==> config.mk <==
export PLATFORM = sky130hd
export DESIGN_NAME = dual_port_memory_monitor
export DESIGN_NICKNAME = d
export VERILOG_FILES = /design/src/rtl/dual_port_memory_monitor.sv
export SDC_FILE = /design/constraint.sdc
export NUM_CORES = 2
export LEC_CHECK = 0
export ABC_CLOCK_PERIOD_IN_PS = 2350
export CAP_MARGIN = 10
export CORE_AREA = 8 8 383 571
export CTS_CLUSTER_DIAMETER = 120
export DETAILED_ROUTE_END_ITERATION = 8
export DIE_AREA = 0 0 391 579
export PLACE_DENSITY_LB_ADDON = 0.15
export SKIP_CTS_REPAIR_TIMING = 1
export SLEW_MARGIN = 40
export SYNTH_ARGS = -nofsm -noshare
export SYNTH_HDL_FRONTEND = slang
export SYNTH_SLANG_ARGS = --single-unit
==> constraint.sdc <==
create_clock -name Clock -period 2.35 [get_ports Clock]
set_clock_uncertainty 0.15 [all_clocks]
set_input_delay 0.5875 -clock Clock [delete_from_list [all_inputs] [get_ports Clock]]
set_output_delay 0.5875 -clock Clock [all_outputs]
set_load 0.02 [all_outputs]
==> src/rtl/dual_port_memory_monitor.sv <==
// Passive scoreboard for a 1W/1R memory: shadows every write and checks read data
// returned READ_LATENCY cycles after each read address.
module dual_port_memory_monitor #(
    parameter int unsigned DATA_WIDTH    = 6,
    parameter int unsigned ADDR_WIDTH    = 8,
    parameter int unsigned READ_LATENCY  = 1,
    parameter bit          STOP_ON_ERROR = 1'b0
) (
    input  logic                  Clock,
    input  logic                  Reset,
    input  logic                  iCheckEnable,
    input  logic                  iWriteEnable,
    input  logic [ADDR_WIDTH-1:0] iWriteAddress,
    input  logic [DATA_WIDTH-1:0] iDataIn,
    input  logic [ADDR_WIDTH-1:0] iReadAddress0,
    input  logic [DATA_WIDTH-1:0] iDataOut0,
    output logic [DATA_WIDTH-1:0] oExpected,
    output logic                  oCheckValid,
    output logic                  oMismatch,
    output logic [15:0]           oCheckCount,
    output logic [15:0]           oErrorCount,
    output logic [1:0]            oState
);

    localparam int unsigned DEPTH   = 1 << ADDR_WIDTH;
    localparam int unsigned CNT_W   = 16;
    localparam logic [CNT_W-1:0] CNT_MAX = '1;

    localparam logic [1:0] ST_IDLE = 2'd0;
    localparam logic [1:0] ST_RUN  = 2'd1;
    localparam logic [1:0] ST_HALT = 2'd2;

    logic [DATA_WIDTH-1:0] r_shadow [DEPTH];
    logic [DEPTH-1:0]      r_written;
    logic [1:0]            r_state;
    logic [1:0]            w_state_next;
    logic                  w_lookup_valid;
    logic [DATA_WIDTH-1:0] w_lookup_data;
    logic                  w_check_valid;
    logic [DATA_WIDTH-1:0] w_expected;
    logic                  w_mismatch;
    logic [CNT_W-1:0]      r_check_count;
    logic [CNT_W-1:0]      r_error_count;

    // Shadow data is never reset; the written bits alone decide eligibility.
    always_ff @(posedge Clock) begin
        if (iWriteEnable) begin
            r_shadow[iWriteAddress] <= iDataIn;
        end
    end

    always_ff @(posedge Clock or negedge Reset) begin
        if (!Reset) begin
            r_written <= '0;
        end else if (iWriteEnable) begin
            r_written[iWriteAddress] <= 1'b1;
        end
    end

    // Lookup sees the array before this cycle's write lands (read-first).
    always_comb begin
        w_lookup_valid = 1'b0;
        w_lookup_data  = '0;
        if (r_state == ST_RUN) begin
            w_lookup_valid = r_written[iReadAddress0];
            w_lookup_data  = r_shadow[iReadAddress0];
        end
    end

    generate
        if (READ_LATENCY == 0) begin : g_comb
            assign w_check_valid = w_lookup_valid;
            assign w_expected    = w_lookup_data;
        end else begin : g_pipe
            logic                  r_pipe_vld  [READ_LATENCY];
            logic [DATA_WIDTH-1:0] r_pipe_data [READ_LATENCY];

            for (genvar g = 0; g < int'(READ_LATENCY); g++) begin : g_stage
                if (g == 0) begin : g_first
                    always_ff @(posedge Clock or negedge Reset) begin
                        if (!Reset) begin
                            r_pipe_vld[g]  <= 1'b0;
                            r_pipe_data[g] <= '0;
                        end else begin
                            r_pipe_vld[g]  <= w_lookup_valid;
                            r_pipe_data[g] <= w_lookup_data;
                        end
                    end
                end else begin : g_next
                    always_ff @(posedge Clock or negedge Reset) begin
                        if (!Reset) begin
                            r_pipe_vld[g]  <= 1'b0;
                            r_pipe_data[g] <= '0;
                        end else begin
                            r_pipe_vld[g]  <= r_pipe_vld[g-1];
                            r_pipe_data[g] <= r_pipe_data[g-1];
                        end
                    end
                end
            end

            assign w_check_valid = r_pipe_vld[READ_LATENCY-1];
            assign w_expected    = r_pipe_data[READ_LATENCY-1];
        end
    endgenerate

    assign w_mismatch = w_check_valid && (iDataOut0 != w_expected);

    always_ff @(posedge Clock or negedge Reset) begin
        if (!Reset) begin
            r_state <= ST_IDLE;
        end else begin
            r_state <= w_state_next;
        end
    end

    // Leaving RUN only stops new lookups; in-flight entries still drain.
    always_comb begin
        w_state_next = r_state;
        case (r_state)
            ST_IDLE: begin
                if (iCheckEnable) begin
                    w_state_next = ST_RUN;
                end
            end
            ST_RUN: begin
                if (!iCheckEnable) begin
                    w_state_next = ST_IDLE;
                end else if (STOP_ON_ERROR && w_mismatch) begin
                    w_state_next = ST_HALT;
                end
            end
            ST_HALT: begin
                if (!iCheckEnable) begin
                    w_state_next = ST_IDLE;
                end
            end
            default: begin
                w_state_next = ST_IDLE;
            end
        endcase
    end

    // Saturating counters.
    always_ff @(posedge Clock or negedge Reset) begin
        if (!Reset) begin
            r_check_count <= '0;
            r_error_count <= '0;
        end else begin
            if (w_check_valid && (r_check_count != CNT_MAX)) begin
                r_check_count <= r_check_count + CNT_W'(1);
            end
            if (w_mismatch && (r_error_count != CNT_MAX)) begin
                r_error_count <= r_error_count + CNT_W'(1);
            end
        end
    end

    assign oExpected   = w_expected;
    assign oCheckValid = w_check_valid;
    assign oMismatch   = w_mismatch;
    assign oCheckCount = r_check_count;
    assign oErrorCount = r_error_count;
    assign oState      = r_state;

endmodule

==> run_results.csv <==
group,metric,value,unit
floorplanning,die_x,391,um
pwr,power.density,768,nW/um2
synth,synth_edf_count,1536,
worst_setup_path,crit_fanout,2,
worst_setup_path,setup.worst_path.start,"oExpected[5]$_DFF_PN0_",
layout,fillers,18600,
layout,drive_gt1_share,40.2,%
drt,firstDrtPassIters,7,
timing,slew_violations,0,
drt,via_count,41400,
timing,worstMarginPinSlew,0.690,ns
synth,async_flop_share,16.2,%
run_status,violations,"negative setup slack",
pwr,p_leak,0.0346,uW
floorplanning,dieArea,226000,um2
synth,synthTopCellsByCount,"1536 x edfxtp_1, 323 x nor2_1, 296 x dfrtp_1",
clocking,worstSkewPairLatency,0.82,ns
floorplanning,initial_core_util,34.9,%
synth,yosys.area.top_type,"edfxtp_1",
worst_setup_path,critPathKind,"reg -> out",
timing,setup_violations,5,
clocking,cts_tree,"done",
synth,ys.flop_type,"edfxtp_1",
global_routing,first_global_vias,43600,
synth,synthTopCellsByArea,"edfxtp_1 63%, dfrtp_1 10%, mux4_2 7.6%",
timing,hold_ws,0.0632,ns
drt,viasPerCell,5.19,
worst_setup_path,rr_startpoint,"r_shadow[178][0]$_DFFE_PP_",
timing,max_slew_margin,53.8,%
layout,stdcell_area,92600,um2
clocking,clock_sinks,1832,
timing,fin_crit_sh,118,%
synth,syn_nets,3982,
placed_design,place_inst,7624,
worst_setup_path,arrival,2.04,ns
worst_setup_path,max_stage_delay,0.48,ns
layout,area.growth.synth_to_final,26.6,%
timing,fmax,360,MHz
synth,ys_types,77,
placed_design,dpl_cell_area,85900,um2
synth,avgSynthCellArea,18.5,um2
global_routing,overflow,0,
global_routing,track_usage,20.8,%
timing,rsz0062_at_grt,"true",
worst_setup_path,worst_path_max_delay_cell,"dfrtp_2",
drt,wl_per_cell,30.1,um
placed_design,hpwlAfterDp,174000,um
layout,fin_nets,5061,
floorplanning,io_pins,74,
synth,ys_ff_latch,1832,
synth,syn_area,73100,um2
timing,period_minus_slack,2.78,ns
job,drv_cap,0,
drt,drt_wl_total,240000,um
floorplanning,rows,206,
global_routing,antenna_found_initial,4,
synth,ys_warn_count,0,
global_routing,grt_pass1_wl,337000,um
timing,fin_setup_tns,-0.472,ns
clocking,clkTransAtPathRegs,0.06,ns
worst_setup_path,end_kind,"primary output",
clocking,root_buffer,"clkbuf_16",
layout,final_cells,7981,
floorplanning,core_area,210000,um2
worst_setup_path,path_cells,"xnor2_2 -> nand4_1 -> o31ai_2 -> inv_1 -> buf_6",
worst_hold_path,hold_path_class,"in -> reg",
clocking,cts_buffers,183,
global_routing,grt_max_degree,70,
pwr,ir_worst_vdd,0.000668,V
worst_hold_path,hp-start,"iDataIn[0]",
clocking,clk_path_buf_depth,4,
synth,synthCells,3948,
synth,yosysMostFrequentCell,"edfxtp_1",
drt,drt_iter0_markers,3084,
run_status,status,"finished with violations",
timing,fin_ws,-0.427,ns
worst_setup_path,cp.required,1.61,ns
drt,drc,0,
placed_design,numPortBuffers,72,
floorplanning,die_height,579,um
timing,finalHoldViolations,0,
clocking,htreeDepth,4,
drt,ant_nets,0,
synth,synth_top_area_share,63.1,%
synth,synth-seq-area-share,73.2,%
placed_design,gp_congestion,0.903,
worst_setup_path,startpoint_type,"flip-flop",
==> state kept, by name, summed over array words and instances, names as in the netlist <==
signal	flops
oState	1
oCheckCount	16
r_written	256
oErrorCount	16
r_shadow	1536
oCheckValid	1
oExpected	6
==> placed cells by master, fill, tap and decap left out, drive strengths merged, types with 12 or more instances in the layout <==
master / instances
a2111oi: 12
clkinv: 62
nor2: 323
buf: 1052
o22ai: 83
mux4: 330
nand2: 96
nand3: 53
dlymetal6s2s: 39
clkdlybuf4s50: 17
inv: 12
mux2: 20
a21oi: 38
a22oi: 36
nor3: 49
nand4: 38
mux2i: 260
edfxtp: 1536
nor4: 19
nor2b: 13
xnor2: 30
bufinv: 17
clkbuf: 255
o221ai: 53
dfrtp: 296
a211oi: 39
o21ai: 21
or2: 257
==> report_power, final <==
| group | total, uW | switching [uW] | internal [uW] | leakage [uW] |
|---|---|---|---|---|
| registers | 36100 | 351 | 35700 | 0.0178 |
| logic | 5770 | 3260 | 2500 | 0.0139 |
| clock network | 29300 | 12400 | 16900 | 0.00289 |
==> routing by layer <==
layer	share of wire [%]	wire [um]	global-route usage, %
met5	0	0	0
met4	5.2	12500	8.92
met3	3.9	9300	2.24
met2	53	126000	38.4
met1	38	91900	24.6
==> stage by stage <==
step | power (uW) | setup WS [ns] | utilization, %
after floorplan | 39200 | -0.111 | -
after global placement | 42400 | -1.53 | 40.9
after detailed placement | 42500 | -1.50 | 40.9
after CTS | 71800 | -1.05 | 43.8
after global routing | 73200 | -0.547 | 44.1
final | 71100 | -0.427 | 44.1
==> cell families after synthesis <==
logic type / share of synthesized area (%)
AO/OA/AOI/OAI: 3.31
adder cells (fa/ha/maj): 0.0342
flip-flops: 73.2
other: 0.00513
XOR/XNOR: 0.419
AND/OR/NAND/NOR: 6.18
multiplexers: 14.5
buffers and inverters: 2.41
==> worst max-delay path, delay by kind of cell (launching register included) <==
family	cells	cell delay, ns
and+or+nand+nor	1	0.14
xor gates and xnor gates	1	0.15
AOI/OAI and AO/OA	1	0.24
buffers and inverters	2	0.21
DFF	1	0.48
==> cell type report <==
cell class | count | area [um2] | share of cell area (%)
flip-flops and latches | 1832 | 53500 | 57.8
multi-input cells | 1881 | 18800 | 20.3
repair buffers | 1119 | 10800 | 11.6
clock buffers | 245 | 5030 | 5.43
well taps | 2808 | 3510 | 3.80
clock inverters | 84 | 860 | 0.929
inverters | 10 | 41.3 | 0.0446
diodes | 2 | 5.00 | 0.00541
==> path summary, 6_finish.rpt <==
kind | endpoint | slack (ns) | depth (start not counted)
max | oMismatch | -0.43 | 5
min | r_shadow[178][0]$_DFFE_PP_ | 0.06 | 1
max reg2reg | oExpected[0]$_DFF_PN0_ | -0.01 | 5
min reg2reg | r_written[21]$_DFFE_PN0P_ | 0.31 | 1
max in group asynchronous | oErrorCount[12]$_DFFE_PN0P_ | 1.06 | 3
min in group asynchronous | r_written[119]$_DFFE_PN0P_ | 0.18 | 2
No activity file was read; power rests on OpenSTA's default activity.
